[config.mk]
export PLATFORM = sky130hd
export DESIGN_NAME = machine_line_parser_flat
export DESIGN_NICKNAME = d
export VERILOG_FILES = /design/src/rtl/machine_line_parser_if.sv /design/src/rtl/machine_line_parser.sv /design/src/flat_wrapper.sv
export SDC_FILE = /design/constraint.sdc
export NUM_CORES = 1
export LEC_CHECK = 0
export ABC_AREA = 1
export CORE_AREA = 2 2 184 204
export CTS_BUF_LIST = sky130_fd_sc_hd__clkbuf_2
export CTS_CLUSTER_SIZE = 30
export DETAILED_ROUTE_END_ITERATION = 8
export DIE_AREA = 0 0 186 206
export MAX_ROUTING_LAYER = met4
export PLACE_DENSITY = 0.66
export SLEW_MARGIN = 25
export SYNTH_ARGS = -nofsm -noshare
export SYNTH_HDL_FRONTEND = slang
export SYNTH_SLANG_ARGS = --single-unit
[constraint.sdc]
create_clock -name clk -period 10.8 [get_ports clk]
set_input_delay 1.62 -clock clk [delete_from_list [all_inputs] [get_ports clk]]
set_output_delay 1.62 -clock clk [all_outputs]
set_load 0.01 [all_outputs]
[src/rtl/machine_line_parser_if.sv]
// ROM fetch bus and record handshake bundle for machine_line_parser.
// master = parser side, slave = ROM/consumer side.
interface machine_line_parser_if #(
    parameter int MAX_LIGHTS  = 10,
    parameter int MAX_BUTTONS = 13,
    parameter int JOLT_BITS   = 9,
    parameter int N_ADDR_BITS = 16
);
    logic [N_ADDR_BITS:0]                rom_addr;
    logic [7:0]                          rom_data;
    logic                                rom_valid;
    logic                                rec_valid;
    logic                                rec_ready;
    logic [MAX_LIGHTS-1:0]               rec_lights;
    logic [MAX_BUTTONS*MAX_LIGHTS-1:0]   rec_buttons;
    logic [MAX_LIGHTS*JOLT_BITS-1:0]     rec_jolt;
    logic [3:0]                          rec_n_lights;
    logic [3:0]                          rec_n_buttons;
    logic [2:0]                          rec_err;

    modport master (
        output rom_addr,
        input  rom_data, rom_valid,
        output rec_valid,
        input  rec_ready,
        output rec_lights, rec_buttons, rec_jolt, rec_n_lights, rec_n_buttons, rec_err
    );

    modport slave (
        input  rom_addr,
        output rom_data, rom_valid,
        input  rec_valid,
        output rec_ready,
        input  rec_lights, rec_buttons, rec_jolt, rec_n_lights, rec_n_buttons, rec_err
    );
endinterface

[src/rtl/machine_line_parser.sv]
// Streams "[.##.] (i,j) ... {a,b,..}" machine lines from ROM and emits one record per line.
// Optional statistics counters are enabled with the MACHINE_PARSER_STATS_EN macro.
//
// state  | meaning
// IDLE   | waiting for start after reset
// SEEK   | skipping bytes until '[' or end of input
// LIGHTS | reading '.'/'#' light pattern
// GAP    | between groups, expecting '(' or '{'
// BUTTON | reading comma-separated light indices of one button
// JOLT   | reading comma-separated joltage values
// CHECK  | verifying joltage count against light count
// ERR    | draining the rest of a malformed line
// EMIT   | holding the record until accepted
// EOF    | end of input, sticky until start
module machine_line_parser #(
    parameter int MAX_LIGHTS  = 10,
    parameter int MAX_BUTTONS = 13,
    parameter int JOLT_BITS   = 9,
    parameter int N_ADDR_BITS = 16,
    parameter int RD_LAT      = 2
) (
    input  logic                   clk,
    input  logic                   rst,
    input  logic                   start,
    machine_line_parser_if.master  bus,
    output logic                   eof,
    output logic                   busy
`ifdef MACHINE_PARSER_STATS_EN
    ,
    output logic [31:0]            stat_lines,
    output logic [31:0]            stat_errors,
    output logic [31:0]            stat_bytes
`endif
);
    localparam int ACC_W = JOLT_BITS + 4;
    localparam int BTN_W = MAX_BUTTONS * MAX_LIGHTS;
    localparam int JLT_W = MAX_LIGHTS * JOLT_BITS;
    localparam logic [ACC_W-1:0] JOLT_MAX = ACC_W'((1 << JOLT_BITS) - 1);

    localparam logic [7:0] CH_LBRK  = 8'h5B;
    localparam logic [7:0] CH_RBRK  = 8'h5D;
    localparam logic [7:0] CH_DOT   = 8'h2E;
    localparam logic [7:0] CH_HASH  = 8'h23;
    localparam logic [7:0] CH_LPAR  = 8'h28;
    localparam logic [7:0] CH_RPAR  = 8'h29;
    localparam logic [7:0] CH_LBRC  = 8'h7B;
    localparam logic [7:0] CH_RBRC  = 8'h7D;
    localparam logic [7:0] CH_COMMA = 8'h2C;
    localparam logic [7:0] CH_SPACE = 8'h20;
    localparam logic [7:0] CH_NL    = 8'h0A;

    localparam logic [2:0] E_LIGHT_OVF = 3'd1;
    localparam logic [2:0] E_BTN_OVF   = 3'd2;
    localparam logic [2:0] E_BAD_CHAR  = 3'd3;
    localparam logic [2:0] E_IDX_RANGE = 3'd4;
    localparam logic [2:0] E_NUM_OVF   = 3'd5;
    localparam logic [2:0] E_TRUNC     = 3'd6;
    localparam logic [2:0] E_JOLT_CNT  = 3'd7;

    typedef enum logic [3:0] {
        S_IDLE, S_SEEK, S_LIGHTS, S_GAP, S_BUTTON, S_JOLT, S_CHECK, S_ERR, S_EMIT, S_EOF
    } state_t;

    state_t state, state_nxt, err_state;

    logic [2:0]             wait_cnt;
    logic [N_ADDR_BITS:0]   addr;
    logic [MAX_LIGHTS-1:0]  lights, lights_nxt;
    logic [BTN_W-1:0]       buttons, buttons_nxt;
    logic [JLT_W-1:0]       jolt, jolt_nxt;
    logic [3:0]             light_idx, light_idx_nxt;
    logic [3:0]             n_lights, n_lights_nxt;
    logic [3:0]             button_idx, button_idx_nxt;
    logic [3:0]             jolt_idx, jolt_idx_nxt;
    logic [ACC_W-1:0]       acc, acc_nxt, acc_dig;
    logic [2:0]             err, err_nxt;
    logic                   eof_pend, eof_pend_nxt;
    logic                   clear_rec;
    logic                   fetching, sample, restart, accept;
    logic [7:0]             b;
    logic                   b_end, b_nl, b_digit;

    assign b        = bus.rom_data;
    assign b_end    = !bus.rom_valid || (b == 8'h00);
    assign b_nl     = (b == CH_NL);
    assign b_digit  = (b >= 8'h30) && (b <= 8'h39);
    assign acc_dig  = (acc << 3) + (acc << 1) + ACC_W'(b[3:0]);

    assign fetching = (state == S_SEEK) || (state == S_LIGHTS) || (state == S_GAP) ||
                      (state == S_BUTTON) || (state == S_JOLT) || (state == S_ERR);
    assign sample   = fetching && (wait_cnt == 3'(RD_LAT));
    assign restart  = start && ((state == S_IDLE) || (state == S_EOF));
    assign accept   = (state == S_EMIT) && bus.rec_ready;

    always_ff @(posedge clk or posedge rst) begin
        if (rst) state <= S_IDLE;
        else     state <= state_nxt;
    end

    always_comb begin
        state_nxt      = state;
        lights_nxt     = lights;
        buttons_nxt    = buttons;
        jolt_nxt       = jolt;
        light_idx_nxt  = light_idx;
        n_lights_nxt   = n_lights;
        button_idx_nxt = button_idx;
        jolt_idx_nxt   = jolt_idx;
        acc_nxt        = acc;
        err_nxt        = err;
        eof_pend_nxt   = eof_pend;
        clear_rec      = 1'b0;
        // an offending newline/terminator already ends the line, so skip the drain
        err_state      = (b_end || b_nl) ? S_EMIT : S_ERR;

        case (state)
            S_IDLE, S_EOF: begin
                if (start) begin
                    clear_rec = 1'b1;
                    state_nxt = S_SEEK;
                end
            end
            S_SEEK: begin
                if (sample) begin
                    if (b_end) begin
                        state_nxt = S_EOF;
                    end else if (b == CH_LBRK) begin
                        clear_rec = 1'b1;
                        state_nxt = S_LIGHTS;
                    end
                end
            end
            S_LIGHTS: begin
                if (sample) begin
                    if (b_end) begin
                        err_nxt = E_TRUNC; state_nxt = err_state; eof_pend_nxt = 1'b1;
                    end else if (b == CH_DOT || b == CH_HASH) begin
                        if (light_idx == 4'(MAX_LIGHTS)) begin
                            err_nxt = E_LIGHT_OVF; state_nxt = err_state;
                        end else begin
                            for (int i = 0; i < MAX_LIGHTS; i++)
                                if (light_idx == 4'(i)) lights_nxt[i] = (b == CH_HASH);
                            light_idx_nxt = light_idx + 4'd1;
                        end
                    end else if (b == CH_RBRK) begin
                        n_lights_nxt = light_idx;
                        state_nxt    = S_GAP;
                    end else begin
                        err_nxt = E_BAD_CHAR; state_nxt = err_state;
                    end
                end
            end
            S_GAP: begin
                if (sample) begin
                    if (b_end || b_nl) begin
                        err_nxt = E_TRUNC; state_nxt = err_state; eof_pend_nxt = b_end;
                    end else if (b == CH_LPAR) begin
                        if (button_idx == 4'(MAX_BUTTONS)) begin
                            err_nxt = E_BTN_OVF; state_nxt = err_state;
                        end else begin
                            acc_nxt = '0; state_nxt = S_BUTTON;
                        end
                    end else if (b == CH_LBRC) begin
                        acc_nxt = '0; state_nxt = S_JOLT;
                    end else if (b != CH_SPACE) begin
                        err_nxt = E_BAD_CHAR; state_nxt = err_state;
                    end
                end
            end
            S_BUTTON: begin
                if (sample) begin
                    if (b_end || b_nl) begin
                        err_nxt = E_TRUNC; state_nxt = err_state; eof_pend_nxt = b_end;
                    end else if (b_digit) begin
                        acc_nxt = acc_dig;
                    end else if (b == CH_COMMA || b == CH_RPAR) begin
                        if (acc >= ACC_W'(n_lights)) begin
                            err_nxt = E_IDX_RANGE; state_nxt = err_state;
                        end else begin
                            for (int i = 0; i < MAX_BUTTONS; i++)
                                for (int k = 0; k < MAX_LIGHTS; k++)
                                    if (button_idx == 4'(i) && acc == ACC_W'(k))
                                        buttons_nxt[i*MAX_LIGHTS + k] = 1'b1;
                            acc_nxt = '0;
                            if (b == CH_RPAR) begin
                                button_idx_nxt = button_idx + 4'd1;
                                state_nxt      = S_GAP;
                            end
                        end
                    end else begin
                        err_nxt = E_BAD_CHAR; state_nxt = err_state;
                    end
                end
            end
            S_JOLT: begin
                if (sample) begin
                    if (b_end || b_nl) begin
                        err_nxt = E_TRUNC; state_nxt = err_state; eof_pend_nxt = b_end;
                    end else if (b_digit) begin
                        if (acc_dig > JOLT_MAX) begin
                            err_nxt = E_NUM_OVF; state_nxt = err_state;
                        end else begin
                            acc_nxt = acc_dig;
                        end
                    end else if (b == CH_COMMA || b == CH_RBRC) begin
                        for (int i = 0; i < MAX_LIGHTS; i++)
                            if (jolt_idx == 4'(i)) jolt_nxt[i*JOLT_BITS +: JOLT_BITS] = acc[JOLT_BITS-1:0];
                        // saturate so an over-long list can never alias back to n_lights
                        if (jolt_idx != 4'hF) jolt_idx_nxt = jolt_idx + 4'd1;
                        acc_nxt = '0;
                        if (b == CH_RBRC) state_nxt = S_CHECK;
                    end else begin
                        err_nxt = E_BAD_CHAR; state_nxt = err_state;
                    end
                end
            end
            S_CHECK: begin
                if (jolt_idx != n_lights) begin
                    err_nxt = E_JOLT_CNT; state_nxt = S_ERR;
                end else begin
                    err_nxt = '0; state_nxt = S_EMIT;
                end
            end
            S_ERR: begin
                if (sample && (b_end || b_nl)) begin
                    eof_pend_nxt = b_end;
                    state_nxt    = S_EMIT;
                end
            end
            S_EMIT: begin
                if (bus.rec_ready) begin
                    state_nxt    = eof_pend ? S_EOF : S_SEEK;
                    eof_pend_nxt = 1'b0;
                end
            end
            default: state_nxt = S_IDLE;
        endcase

        if (clear_rec) begin
            lights_nxt     = '0;
            buttons_nxt    = '0;
            jolt_nxt       = '0;
            light_idx_nxt  = '0;
            n_lights_nxt   = '0;
            button_idx_nxt = '0;
            jolt_idx_nxt   = '0;
            acc_nxt        = '0;
            err_nxt        = '0;
            eof_pend_nxt   = 1'b0;
        end
    end

    always_ff @(posedge clk or posedge rst) begin
        if (rst) begin
            wait_cnt   <= '0;
            addr       <= '0;
            lights     <= '0;
            buttons    <= '0;
            jolt       <= '0;
            light_idx  <= '0;
            n_lights   <= '0;
            button_idx <= '0;
            jolt_idx   <= '0;
            acc        <= '0;
            err        <= '0;
            eof_pend   <= 1'b0;
        end else begin
            if (restart)     addr <= '0;
            else if (sample) addr <= addr + 1'b1;
            if (sample || !fetching) wait_cnt <= '0;
            else                     wait_cnt <= wait_cnt + 3'd1;
            lights     <= lights_nxt;
            buttons    <= buttons_nxt;
            jolt       <= jolt_nxt;
            light_idx  <= light_idx_nxt;
            n_lights   <= n_lights_nxt;
            button_idx <= button_idx_nxt;
            jolt_idx   <= jolt_idx_nxt;
            acc        <= acc_nxt;
            err        <= err_nxt;
            eof_pend   <= eof_pend_nxt;
        end
    end

`ifdef MACHINE_PARSER_STATS_EN
    always_ff @(posedge clk or posedge rst) begin
        if (rst) begin
            stat_lines  <= '0;
            stat_errors <= '0;
            stat_bytes  <= '0;
        end else if (restart) begin
            stat_lines  <= '0;
            stat_errors <= '0;
            stat_bytes  <= '0;
        end else begin
            if (sample) stat_bytes <= stat_bytes + 32'd1;
            if (accept) begin
                stat_lines <= stat_lines + 32'd1;
                if (err != 3'd0) stat_errors <= stat_errors + 32'd1;
            end
        end
    end
`endif

    assign bus.rom_addr      = addr;
    assign bus.rec_valid     = (state == S_EMIT);
    assign bus.rec_lights    = lights;
    assign bus.rec_buttons   = buttons;
    assign bus.rec_jolt      = jolt;
    assign bus.rec_n_lights  = n_lights;
    assign bus.rec_n_buttons = button_idx;
    assign bus.rec_err       = err;
    assign eof               = (state == S_EOF);
    assign busy              = (state != S_IDLE) && (state != S_EOF);
endmodule

[src/flat_wrapper.sv]
// flat-port wrapper written by rule: the top's interface ports become plain ports
module machine_line_parser_flat 
#(
    parameter int MAX_LIGHTS  = 10,
    parameter int MAX_BUTTONS = 13,
    parameter int JOLT_BITS   = 9,
    parameter int N_ADDR_BITS = 16,
    parameter int RD_LAT      = 2
)
  (clk, rst, start, eof, busy, bus_rom_addr, bus_rom_data, bus_rom_valid, bus_rec_valid, bus_rec_ready, bus_rec_lights, bus_rec_buttons, bus_rec_jolt, bus_rec_n_lights, bus_rec_n_buttons, bus_rec_err);
  machine_line_parser_if #(.MAX_LIGHTS(MAX_LIGHTS), .MAX_BUTTONS(MAX_BUTTONS), .JOLT_BITS(JOLT_BITS), .N_ADDR_BITS(N_ADDR_BITS)) bus_i ();
  input  logic clk;
  input  logic rst;
  input  logic start;
  output logic eof;
  output logic busy;
  output wire logic [$bits(bus_i.rom_addr)-1:0] bus_rom_addr;
  input wire logic [$bits(bus_i.rom_data)-1:0] bus_rom_data;
  input wire logic [$bits(bus_i.rom_valid)-1:0] bus_rom_valid;
  output wire logic [$bits(bus_i.rec_valid)-1:0] bus_rec_valid;
  input wire logic [$bits(bus_i.rec_ready)-1:0] bus_rec_ready;
  output wire logic [$bits(bus_i.rec_lights)-1:0] bus_rec_lights;
  output wire logic [$bits(bus_i.rec_buttons)-1:0] bus_rec_buttons;
  output wire logic [$bits(bus_i.rec_jolt)-1:0] bus_rec_jolt;
  output wire logic [$bits(bus_i.rec_n_lights)-1:0] bus_rec_n_lights;
  output wire logic [$bits(bus_i.rec_n_buttons)-1:0] bus_rec_n_buttons;
  output wire logic [$bits(bus_i.rec_err)-1:0] bus_rec_err;
  assign bus_rom_addr = bus_i.rom_addr;
  assign bus_i.rom_data = bus_rom_data;
  assign bus_i.rom_valid = bus_rom_valid;
  assign bus_rec_valid = bus_i.rec_valid;
  assign bus_i.rec_ready = bus_rec_ready;
  assign bus_rec_lights = bus_i.rec_lights;
  assign bus_rec_buttons = bus_i.rec_buttons;
  assign bus_rec_jolt = bus_i.rec_jolt;
  assign bus_rec_n_lights = bus_i.rec_n_lights;
  assign bus_rec_n_buttons = bus_i.rec_n_buttons;
  assign bus_rec_err = bus_i.rec_err;
  machine_line_parser #(.MAX_LIGHTS(MAX_LIGHTS), .MAX_BUTTONS(MAX_BUTTONS), .JOLT_BITS(JOLT_BITS), .N_ADDR_BITS(N_ADDR_BITS), .RD_LAT(RD_LAT)) u_core (.clk(clk), .rst(rst), .start(start), .bus(bus_i), .eof(eof), .busy(busy));
endmodule
== Yosys cells after proc, flatten, opt, wreduce, memory -nomap -nowiden ==
Cells that the tools add are included.

* Register bits: 287
* Bits in latches: 0
* RAM bits: 0
* Memory bits (read-only): 0
* Input port bits: 13
* Output and inout port bits: 261
* Word-level logic and storage cells: 1050
* Memories kept: 0

* Add/subtract/negate cells: 7
* Multipliers: 0
* Div/mod/pow operators: 0
* Order comparisons: 4
* Equality and inequality tests: 113
* Shifts and indexed selects: 0
* Mux-type cells: 286
* Bitwise operators: 0
* Reductions and logical operators: 480

{| class="wikitable"
|+ Operators by type and width
! kind !! count
|-
| AND reduction 7 bit || 132
|-
| two-way mux 130 bit || 7
|-
| two-way mux 90 bit || 6
|-
| nonzero test 2 bit || 161
|-
| two-way mux 4 bit || 59
|-
| two-way mux 13 bit || 16
|-
| two-way mux 1 bit || 151
|-
| logical AND 1 bit || 135
|-
| AND reduction 6 bit || 21
|-
| two-way mux 9 bit || 10
|-
| two-way mux 3 bit || 24
|-
| == test 4 x 3 -> 1 bit, second input constant || 16
|-
| two-way mux 10 bit || 6
|-
| == test 13 x 3 -> 1 bit, second input constant || 4
|-
| == test 4 bit, second input constant || 13
|-
| == test 8 x 6 -> 1 bit, second input constant || 5
|-
| one-hot mux 13 bit (3 select lines) || 1
|-
| one-hot mux 4 bit (9 select lines) || 1
|-
| two-way mux 17 bit || 2
|-
| == test 4 x 2 -> 1 bit, second input constant || 8
|-
| == test 8 x 7 -> 1 bit, second input constant || 4
|-
| != test 5 x 4 -> 1 bit, second input constant || 6
|-
| == test 13 x 2 -> 1 bit, second input constant || 2
|-
| == test 13 x 4 -> 1 bit, second input constant || 2
|-
| other kinds (42) || 98
|}

== Depth between registers and ports, before layout ==
* Word-level depth: 11
* Depth in mapped cells: 17
* Gate-level depth less buffers: 16

== Least setup slack after synthesis ==
No wires, ideal clock.

* Path kind: input to register
* Start point: input bus_rom_data[3]
* End point: register u_core.acc[3]
* Library setup time: 0.121 ns
* Data arrival time: 3.633 ns
* Required time: 10.679 ns
* Setup slack: 7.046 ns
* Cell stages on the path: 15
* Path buffers: 1
* Path through: fa_1 > fa_1 > nand3_1 > nand3_1 > nand2_1 > nand2_1 > nand2_1 > nand2_1 > inv_1 > nand3_1 > nand2_1 > nand2_2 > buf_2 > nand2_1 > o21ai_1

* Longest elaborated chain between the ends: 7
* Elaborated cells between the ends (all ways): 47
* Those cells by class: 1 x add/sub; 3 x order compare; 19 x eq/ne; 16 x mux; 8 x reduce/logical

{| class="wikitable"
|+ Ends and longest elaborated chain
! item !! RTL line !! text
|-
| from (decl) || flat_wrapper.sv:18 || <nowiki>input wire logic [$bits(bus_i.rom_data)-1:0] bus_rom_data;</nowiki>
|-
| parallel branches: the longest is 7 deep, another holds adder 13 x 4 -> 13 bit || - ||
|-
| to (signal assigned) || machine_line_parser.sv:279 || <nowiki>acc <= acc_nxt;</nowiki>
|-
| to (decl) || machine_line_parser.sv:75 || <nowiki>logic [ACC_W-1:0] acc, acc_nxt, acc_dig;</nowiki>
|}

Parallel ways; which one is timed is not known. The select of a mux whose other input is x is not followed.
A chain may end at the register's enable or synchronous reset.

== Worst setup path after layout ==
* Start point: register u_core.state[1]
* End point: output bus_rec_valid

* Longest elaborated chain between the ends: 1

{| class="wikitable"
|+ Ends and longest elaborated chain
! item !! RTL line !! text
|-
| from (decl) || machine_line_parser.sv:64 || <nowiki>state_t state, state_nxt, err_state;</nowiki>
|-
| from (signal assigned) || machine_line_parser.sv:97 || <nowiki>else state <= state_nxt;</nowiki>
|-
| == test 4 bit || - ||
|-
| to (decl) || flat_wrapper.sv:20 || <nowiki>output wire logic [$bits(bus_i.rec_valid)-1:0] bus_rec_valid;</nowiki>
|}

Every way passes these cells.

==> flow_summary.toml <==
[sta]
skew_ns = 0.0562
grt_setup_unrepaired = "no"
slew_headroom = 0.303
layout_worst_path_cycle_share = 0.409
fin_hold_ws_ns = 0.459
report.final.slew_viol_count = 0
post-route-min-period_ns = 4.42
worst_pin_slew_ns = 1.04
hold_viol = 0
fin_tns_setup_ns = 0
setup_viol = 0
max_freq_mhz = 226

[min_path]
min_from = "u_core.wait_cnt[0]"
holdPathEnd = "u_core.wait_cnt[0]"
hold_depth = 1
hp-class = "flip-flop to flip-flop"

[die]
start_util = 0.409
fp.dieW_um = 186
die-area_um2 = 38300
rows = 74
core_region_area_um2 = 36600
num_io_pins = 274
die_y_um = 206

[synthesis]
syn_area_per_cell_um2 = 8.22
syn_area_um2 = 15000
ys_async_sr_fraction = 1.00
yosys.area.top_type = "dfrtp_1"
synth_nets = 1876
post_synth_num_cell_types = 45
yosysTopAreaCellShare = 0.480
ys_ff_latch = 287
netlist_instances = 1822
yosysWarnings = 0
synth-main-ff-cell = "dfrtp_1"
synth-edff-count = 0
synth_area_leaders = "dfrtp_1 (48%), nand4_1 (9.4%), nand2_1 (8.1%)"
ys_seq_area_frac = 0.480

[worst_setup_path]
cp_max_fo = 13
reg2reg_from = "u_core.state[1]"
cp_slowest_cell = "clkdlybuf4s50_1"
path_buf_inv = 2
worstSetupPathType = "flip-flop to output pin"
cp-start-kind = "flip-flop"
path_delay_family = "buffers and inverters"
crit_arrival_ns = 2.80
reg2reg_slack_ns = 6.73
rr_endpoint = "u_core.bus.rec_buttons[28]"
r2r_cells = 9
worstPathRequired_ns = 9.18
slowest_delay_ns = 0.63
cp-end-kind = "output pin"
crit_chain = "inv_1, nand2_1, nor2_1, clkdlybuf4s50_1"
critPathLaunch = "u_core.state[1]"

[cts]
path_clk_slew_ns = 0.09
tritoncts = "done"
cts_sinks = 287
clock_path_buffers = 3
cts_setup_buffers = 0
cts_inserted_buffers = 77
insertion_delay_ns = 0.90
cts_resized = 0
htree_levels = 3
cts_hold_buffers = 0
cts-root-buf = "clkbuf_2"

[cells_and_area]
final_area_um2 = 18700
stdcell_count = 2636
syn_to_final_growth_pct = 25.1
layout_commonest_cell = "nand2_1"
drive_gt1_frac = 0.0930
nNetsFinal = 2142
final_cell_mix = "nand2_1 (324), dfrtp_1 (287), clkdlybuf4s50_1 (273)"

[routing]
drc = 0
vias = 14051
wl_met1_mm = 20.1
drt_wl_total_mm = 47.7
drt-pass1-iter-count = 5
wl_met3_mm = 3.27
drtIter0Drc = 1201
ant_nets = 0
met2WireLength_mm = 22.9
wl_per_cell_um = 18.1
vias_per_cell = 5.33
highest_layer = "met4"

[placed_design]
routabilityCongestion = 0.924
io_buffers = 273
dpl_cell_area_um2 = 18000
dp_cells = 2502
post-dp-hpwl_mm = 32.7

[global_route]
grt_max_degree = 187
grt_use_total = 0.255
antenna_found_initial = 2
first_global_vias = 13628
grt_pass1_wl_mm = 74.0
overflow = 0

[flow_run]
max_cap_viol_count = 0

[power_and_ir_drop]
peakVddDrop_mv = 0.109
power.density_nw_per_um2 = 207
p_leak_nw = 8.93

[run_status]
outcome = "finished, final reports clean"
## cells in the mapped netlist, types with 14 or more instances
| library cell | n |
|---|---|
| nand3_1 | 153 |
| buf_2 | 65 |
| dfrtp_1 | 287 |
| inv_1 | 249 |
| ha_1 | 39 |
| nand2_1 | 325 |
| nor4_1 | 14 |
| clkbuf_1 | 19 |
| nand4_1 | 224 |
| nor2_1 | 110 |
| a21oi_1 | 159 |
| o21ai_0 | 34 |
## power by group
| part | switching, mW | internal [mW] |
|---|---|---|
| Combinational | 0.861 | 0.684 |
| Clock | 0.456 | 0.309 |
| Sequential | 0.212 | 1.35 |
| Total | 1.53 | 2.35 |
## sequential cells by signal, indices dropped and copies added (netlist names)
name                      cells
u_core.acc                   13
u_core.bus.rec_buttons      130
u_core.bus.rec_err            3
u_core.bus.rec_jolt          90
u_core.bus.rec_lights        10
u_core.bus.rec_n_buttons      4
u_core.bus.rec_n_lights       4
u_core.bus.rom_addr          17
u_core.eof_pend               1
u_core.jolt_idx               4
u_core.light_idx              4
u_core.state                  4
u_core.wait_cnt               3
## logic make-up (layout without fill, tap and decap cells)
group | Yosys count | count (layout) | share of synthesized area
other cells | 0 | 3 | 0
fa+ha+maj | 41 | 41 | 0.0353
simple gates | 886 | 886 | 0.295
xor+xnor | 15 | 15 | 0.00877
buf+inv | 367 | 684 | 0.102
flops | 287 | 287 | 0.480
compound gates | 226 | 226 | 0.0792
## worst max path at each step
stage / cells after the start / slack, ns / to
after global placement: 13 / 5.73 / u_core.acc[0]
after detailed placement: 13 / 5.59 / u_core.acc[12]
after CTS: 4 / 6.38 / bus_rec_valid
final: 4 / 6.38 / bus_rec_valid
after global routing: 13 / 6.16 / u_core.acc[3]
after floorplan: 1 / 1.26 / u_core.acc[0]
## per-layer routing
metal / global-route usage / up-vias
li1: - / 6709
met1: 0.321 / 6720
met2: 0.407 / 521
met3: 0.0476 / 101
met4: 0.0990 / 0
met5: - / -
## through the flow
stage               utilization  power (mW)  setup slack, ns
floorplan                     -        2.34             1.26
global placement          0.493        3.10             5.73
detailed placement        0.493        3.13             5.59
CTS                       0.511        3.91             6.38
global route              0.512        4.15             6.16
finish                    0.512        3.88             6.38
## cell type report
class,count,area (µm²)
clock inverter,25,151
tap,494,618
timing repair buffer,294,2920
inverter,260,987
clock buffer,105,526
fill,3525,17800
antenna,3,7.51
sequential,287,7180
multi-input combinational,1168,6340
Note: power is estimated with default switching activity, not from simulation.
